**src/rtl/rn_release_sequencer.sv**
```systemverilog
// -----------------------------------------------------------------------------
// rn_release_sequencer
//
// Sequences the active-low reset (RN) and the downstream clock enable for NGRP
// banks of negative-edge resettable flops. RN is held low for MIN_LOW cycles,
// then the selected groups are released one at a time in ascending index
// order, GAP cycles apart. After the last release the block waits GAP more
// cycles before re-enabling the gated clock. This keeps every CLKN falling
// edge out of the recovery/removal window of each RN rise.
//
// Ports:
//   CLK    in   sequencer clock, rising edge, free-running
//   RST    in   synchronous active-high reset; restarts the all-group sequence
//   REQ    in   soft-reset request pulse, honoured only while idle
//   MASK   in   groups to reset on REQ (sampled with REQ; zero is ignored)
//   RN     out  per-group active-low flop reset, registered
//   CLKEN  out  downstream clock-gate enable (0 parks CLKN high), registered
//   BUSY   out  high while a sequence is in progress, registered
//   DONE   out  one-cycle pulse as a sequence completes, registered
// -----------------------------------------------------------------------------
module rn_release_sequencer #(
  parameter int NGRP    = 4,
  parameter int MIN_LOW = 4,
  parameter int GAP     = 2
) (
  input  logic            CLK,
  input  logic            RST,
  input  logic            REQ,
  input  logic [NGRP-1:0] MASK,
  output logic [NGRP-1:0] RN,
  output logic            CLKEN,
  output logic            BUSY,
  output logic            DONE
);

  localparam int CMAX = (MIN_LOW > GAP) ? MIN_LOW : GAP;
  localparam int CW   = $clog2(CMAX + 1);
  localparam int IW   = (NGRP > 1) ? $clog2(NGRP) : 1;

  localparam logic [CW-1:0] MIN_LOW_C = CW'(MIN_LOW);
  localparam logic [CW-1:0] GAP_C     = CW'(GAP);
  localparam logic [IW-1:0] LAST_IDX  = IW'(NGRP - 1);

  typedef enum logic [1:0] {
    IDLE,
    ASSERT,
    RELEASE,
    SETTLE
  } state_t;

  state_t          state_q, state_d;
  logic [CW-1:0]   cnt_q, cnt_d;
  logic [NGRP-1:0] pend_q, pend_d;   // active groups still held in reset
  logic [NGRP-1:0] rn_q, rn_d;
  logic            clken_q, clken_d;
  logic            busy_q, busy_d;
  logic            done_q, done_d;

  // Lowest-index group still waiting; skipping inactive groups costs no cycles.
  logic [IW-1:0]   idx;
  logic [NGRP-1:0] pend_rest;
  logic            last_grp;
  logic            rel_now;

  always_comb begin
    idx = '0;
    for (int i = NGRP - 1; i >= 0; i--) begin
      if (pend_q[i]) idx = IW'(i);
    end
    pend_rest      = pend_q;
    pend_rest[idx] = 1'b0;
    last_grp       = (idx == LAST_IDX) || (pend_rest == '0);
  end

  // NOTE: every always_comb output gets a default first so no path can infer a latch.
  always_comb begin
    state_d = state_q;
    cnt_d   = cnt_q;
    pend_d  = pend_q;
    rn_d    = rn_q;
    clken_d = clken_q;
    busy_d  = busy_q;
    done_d  = 1'b0;
    rel_now = 1'b0;

    case (state_q)
      IDLE: begin
        if (REQ && (MASK != '0)) begin
          state_d = ASSERT;
          // The request edge itself is the first of the MIN_LOW low cycles.
          cnt_d   = CW'(1);
          pend_d  = MASK;
          rn_d    = rn_q & ~MASK;
          clken_d = 1'b0;
          busy_d  = 1'b1;
        end
      end
      ASSERT: begin
        if (cnt_q == MIN_LOW_C) rel_now = 1'b1;
        else                    cnt_d   = cnt_q + CW'(1);
      end
      RELEASE: begin
        if (cnt_q == GAP_C) rel_now = 1'b1;
        else                cnt_d   = cnt_q + CW'(1);
      end
      SETTLE: begin
        if (cnt_q == GAP_C) begin
          state_d = IDLE;
          cnt_d   = '0;
          clken_d = 1'b1;
          busy_d  = 1'b0;
          done_d  = 1'b1;
        end else begin
          cnt_d = cnt_q + CW'(1);
        end
      end
      default: state_d = ASSERT;
    endcase

    if (rel_now) begin
      rn_d[idx] = 1'b1;
      pend_d    = pend_rest;
      cnt_d     = CW'(1);
      state_d   = last_grp ? SETTLE : RELEASE;
    end
  end

  // NOTE: sequential state uses non-blocking assignments only, so every
  // register samples the pre-edge values regardless of statement order.
  always_ff @(posedge CLK) begin
    if (RST) begin
      state_q <= ASSERT;
      cnt_q   <= '0;
      pend_q  <= '1;
      rn_q    <= '0;
      clken_q <= 1'b0;
      busy_q  <= 1'b1;
      done_q  <= 1'b0;
    end else begin
      state_q <= state_d;
      cnt_q   <= cnt_d;
      pend_q  <= pend_d;
      rn_q    <= rn_d;
      clken_q <= clken_d;
      busy_q  <= busy_d;
      done_q  <= done_d;
    end
  end

  assign RN    = rn_q;
  assign CLKEN = clken_q;
  assign BUSY  = busy_q;
  assign DONE  = done_q;

endmodule

```
**config.mk**
```make
export PLATFORM = sky130hd
export DESIGN_NAME = rn_release_sequencer
export DESIGN_NICKNAME = d
export VERILOG_FILES = /design/src/rtl/rn_release_sequencer.sv
export SDC_FILE = /design/constraint.sdc
export NUM_CORES = 1
export LEC_CHECK = 0
export BUFFER_PORTS_ARGS = -buffer_cell sky130_fd_sc_hd__buf_2
export CELL_PAD_IN_SITES_DETAIL_PLACEMENT = 0
export CELL_PAD_IN_SITES_GLOBAL_PLACEMENT = 1
export CORE_AREA = 2 2 44 62
export CTS_CLUSTER_SIZE = 16
export DETAILED_ROUTE_END_ITERATION = 12
export DIE_AREA = 0 0 46 64
export GPL_ROUTABILITY_DRIVEN = 0
export PLACE_DENSITY_LB_ADDON = 0.1
export SETUP_SLACK_MARGIN = 0.1
export SYNTH_ARGS = -nofsm -noshare
export SYNTH_HDL_FRONTEND = slang
export SYNTH_SLANG_ARGS = --single-unit
```
**constraint.sdc**
```tcl
create_clock -name CLK -period 2.1 [get_ports CLK]
set_input_delay 0.105 -clock CLK [delete_from_list [all_inputs] [get_ports CLK]]
set_output_delay 0.105 -clock CLK [all_outputs]
set_load 0.02 [all_outputs]
```
* Word level (Yosys, flattened, before mapping) *
Index checks and enable logic that the tools add are counted.
Widths: inputs -> output; s select.

storage, ports and cells
  bits in registers = 16
  input bits = 7
  output and inout port bits = 7
  word-level logic and storage cells = 80

operators by class
  add/sub/neg operators = 1
  magnitude comparators = 2
  equal/unequal tests = 14
  mux-type cells = 32
  bitwise logic cells = 6
  reduce and logical (&&, ||, !) cells = 17

operators with widths
  cell                 count
  $mux 4               6
  $mux 2               7
  $mux 3               4
  $ne 3x3->1 const B   4
  $pmux 3 s4           1
  $reduce_and 3->1     4
  $mux 1               9
  $and 4x4->4          2
  $ne 2x2->1 const B   4
  $not 4->4            2
  $eq 2x2->1 const B   3
  $pmux 1 s2           3
  $reduce_bool 2->1    3
  $logic_not 4->1      1
  $or 4x4->4           1
  $pmux 2 s2           1
  $reduce_bool 4->1    1
  $reduce_or 2->1      2
  $add 3x1->3 const B  1
  $eq 3x2->1 const B   1
  $eq 3x3->1 const B   1
  $lt 2x3->1 const B   1
  $reduce_bool 3->1    1
  $demux 1 s2          1
  7 further kinds      8

* Logic depth before layout (Yosys ltp) *
  depth in word-level cells = 14
  depth in mapped cells = 7
  mapped depth without buffers = 6

* Worst setup path after synthesis *
Ideal clock, no wire load.

  path type = reg-to-reg
  from = reg state_q[0]
  to = reg state_q[0]
  setup time = 0.129 ns
  arrival time = 1.588 ns
  data required time = 1.971 ns
  path slack = 0.384 ns
  cell stages (with the launch flop) = 7
  path buffers = 1
  clock period less this slack = 1.716 ns
  cells stage by stage = dfxtp_1 -> inv_1 -> ha_1 -> buf_2 -> a221o_1 -> a2111oi_2 -> a21oi_1

between the ends
  cells in the longest elaborated chain, start to end = 4
  elaborated cells on any way between the ends = 11
  those cells by class = eq/ne: 5; mux: 3; reduce/logical: 3

ends and longest elaborated chain
  item                                                              RTL line  RTL
  start: declaration                                                51        state_t state_q, state_d;
  start signal: assignment                                          140       state_q <= state_d;
  $eq 2x2->1 or $eq 2x1->1 (tied branches)                          86        case (state_q)
  $pmux 1 s2                                                        86
  $ne 3x3->1 (no source line) or $reduce_bool 3->1 (tied branches)  -
  $reduce_and 3->1 (no source line)                                 -

Parallel ways exist; a longest one is shown, timed or not.
A chain may end at the register's enable or synchronous reset.

* Final worst setup path *
  from = reg state_q[0]
  to = reg pend_q[3]

between the ends
  cells in the longest elaborated chain, start to end = 4
  elaborated cells on any way between the ends = 8
  those cells by class = eq/ne: 2; mux: 2; reduce/logical: 4

ends and longest elaborated chain
  item                                      RTL line  RTL
  $eq 2x2->1 or $eq 2x1->1 (tied branches)  86
  $pmux 1 s2                                86
  $reduce_bool 2->1 (no source line)        -
  $reduce_and 2->1 (no source line)         -
  end signal: assignment                    142       pend_q <= pend_d;
  end: declaration                          53        logic [NGRP-1:0] pend_q, pend_d;

Parallel ways exist; a longest one is shown, timed or not.

==> results.py <==
metrics = {
    "logic_synthesis": {
        "syn-mean-instance-area_um2": 9.481,
        "synth_cell_types": 36,
        "synth_top_family_by_area": "simple AND/OR/NAND/NOR gates",
        "synth-edff-count": 0,
        "ys.warnings.count": 0,
        "synthAdderAreaFrac": 0.1061,
        "synth_nets": 111,
        "synth_compound_area_frac": 0.2218,
        "synth_async_sr_flop_share": 0,
        "synth_seq_area_share": 0.3483,
        "synth_mux_area_frac": 0.05442,
        "synthFlopType": "dfxtp_1",
        "ys_ff_latch": 16,
        "synthSimpleGateAreaFrac": 0.2231,
        "synth_cells": 97,
        "synth_xor_xnor_area_share": 0,
        "syn-cell-area_um2": 919.6,
    },
    "detailed_routing": {
        "met2_length_um": 1077,
        "drtPass1Iterations": 4,
        "drt_iter0_markers": 16,
        "dr_total_vias": 780,
        "drt-wirelength-per-cell_um": 14.70,
        "vias_per_cell": 5.778,
        "wl_met3_um": 60,
        "drt-met1-wl_um": 818,
        "drc": 0,
        "ant_nets": 0,
        "highest_layer": "met4",
        "routed_wl_um": 1985,
    },
    "power_and_ir_drop": {
        "leakagePower_nw": 0.4450,
        "switchingPower_uw": 406.1,
        "finalPower_mw": 1.115,
        "p_int_uw": 708.8,
        "power_frac_clock": 0.182,
        "max-vdd-ir-drop_v": 0.0005733,
        "power_density_nw_per_um2": 1065,
        "switching_share": 0.3643,
        "pwr-share-comb": 0.427,
        "seqPwrFrac": 0.391,
    },
    "timing": {
        "relSlewSlack": 0.6598,
        "tightest_slew_ps": 506.1,
        "hold_viol": 0,
        "grt_setup_unrepaired": "no",
        "tns_ps": 0,
        "clock.fmax_ghz": 0.5446,
        "skew_ps": 4.006,
        "finalSetupViolations": 0,
        "min_period_ps": 1836,
        "drv_slew": 0,
        "worst_slack_ps": 263.6,
        "period_share": 0.8745,
    },
    "floorplanning": {
        "initial_core_util": 0.3889,
        "die_w_um": 46,
        "core-area_um2": 2365,
        "die_y_um": 64,
        "dieArea_um2": 2944,
        "rows": 21,
        "num_io_pins": 14,
    },
    "critical_path": {
        "crit_type": "flop to flop",
        "endpoint_kind": "flop",
        "critPathArrivalTime_ps": 2010,
        "cp-start-kind": "flop",
        "critPathMaxFanout": 9,
        "critPathRequiredTime_ps": 2280,
    },
    "hold_path": {
        "hold_path.class": "primary input to flop",
    },
    "global_routing": {
        "grt.total_usage": 0.1586,
        "grt-ovfl-total": 0,
        "grt_start_max_net_pins": 18,
        "grt_pass1_wl_um": 3477,
        "antenna_found_initial": 0,
        "first_global_vias": 790,
    },
    "clock_tree": {
        "clk_path_buf_depth": 2,
        "clk_latency_ps": 280,
        "cts.sinks": 16,
        "clk_pin_slew_ps": 100,
        "htreeDepth": 1,
        "clock_tree.root_cell": "clkbuf_4",
        "post_cts_buffers": 0,
        "holdBufCountCts": 0,
        "cts_buffers": 3,
        "cts_tree": "yes",
    },
    "place": {
        "port_buffers": 13,
        "dp_hpwl_um": 1518,
        "place_area_um2": 1008,
        "place_ws_ps": 190.8,
    },
    "finish": {
        "final_util": 0.4429,
        "drive_gt1_frac": 0.2768,
        "num_antenna_cells": 0,
        "finish.net_count": 127,
        "area_growth_pct": 13.88,
        "final_area_um2": 1047,
    },
    "status": {
        "outcome": "complete, no violations",
    },
    "run": {
        "maxCapViolCount": 0,
    },
}
-- registers in the layout (all words and copies together), names as in the netlist --
signal,cells
state_q,2
CLKEN,1
RN,4
BUSY,1
cnt_q,3
DONE,1
pend_q,4
-- power groups by stage --
| stage | Combinational (mW) | Clock [mW] | Sequential [mW] |
|---|---|---|---|
| finish | 0.476 | 0.203 | 0.436 |
| CTS | 0.479 | 0.216 | 0.436 |
| global placement | 0.479 | 0 | 0.439 |
| detailed placement | 0.474 | 0 | 0.443 |
| floorplan | 0.374 | 0 | 0.438 |
| global route | 0.536 | 0.232 | 0.446 |
-- what timing repair did --
item                                   4_1_cts  5_1_grt
gates resized for setup                      0        1
endpoints found under the hold margin        0        0
setup endpoints to repair                    0        1
-- kinds of logic (layout without fill, tap and decap cells) --
logic type,after synthesis,count (layout)
adder cells (fa/ha/maj),8,8
multiplexers,5,5
flip-flops,16,16
buffers and inverters,10,25
AO/OA/AOI/OAI,23,23
AND/OR/NAND/NOR,35,35
-- through the flow --
stage	instances	hold WS, ps
4_1_cts	135	89.66
5_1_grt	135	102.7
3_3_place_gp	131	397.3
2_1_floorplan	97	243.7
6_report	135	102.4
3_5_place_dp	131	396.6
-- final timing paths --
kind                    from        end  slack (ps)  depth (start not counted)
hold / removal       MASK[2]  pend_q[2]         100                          2
hold reg to reg        RN[0]      RN[0]         460                          2
setup reg to reg  state_q[0]  pend_q[3]         260                          6
setup / recovery  state_q[0]  pend_q[3]         260                          6
-- area by class of cell --
type	count	area, µm²
inverter	6	22.52
sequential	16	320.3
fill	237	1318
timing repair buffer	15	80.08
tap	23	28.78
multi-input combinational	71	559.3
clock buffer	4	36.28
-- worst max-delay path, cell delays in order (launching register included) --
cell      delay, ps
dfxtp_1         410
inv_1            80
ha_2            340
a21boi_4        330
buf_4           190
mux2i_1          70
a221o_1         310
-- Yosys cell counts, drive strengths merged (2+ instances only) --
cell	number	share of area
ha	7	0.095
o21ai	2	0.011
inv	6	0.024
dfxtp	16	0.35
nand3b	2	0.030
a21oi	5	0.031
or2	2	0.014
nor3	5	0.027
a32oi	3	0.029
nand2	6	0.027
a211o	2	0.019
buf	3	0.018
nand3	5	0.033
a221o	4	0.044
nor2	10	0.041
a211oi	2	0.022
mux2i	5	0.054
-- cells in the final DEF (no fill, tap or decap), drive strengths merged, types with 2 or more instances in the layout --
master  instances
a32oi           3
clkbuf          4
nand3b          2
ha              7
a221o           4
a211oi          2
buf            15
nor3            5
a21oi           5
o21ai           2
nand3           5
inv             6
nor2           10
or2             2
nand2           6
mux2i           5
a211o           2
dfxtp          16
-- per-layer routing --
layer	global-route usage	vias to the layer above
li1	-	385
met1	0.1867	374
met2	0.2656	17
met3	0.02542	4
met4	0.07500	0
met5	0	-
(Power assumes the default switching activity.)
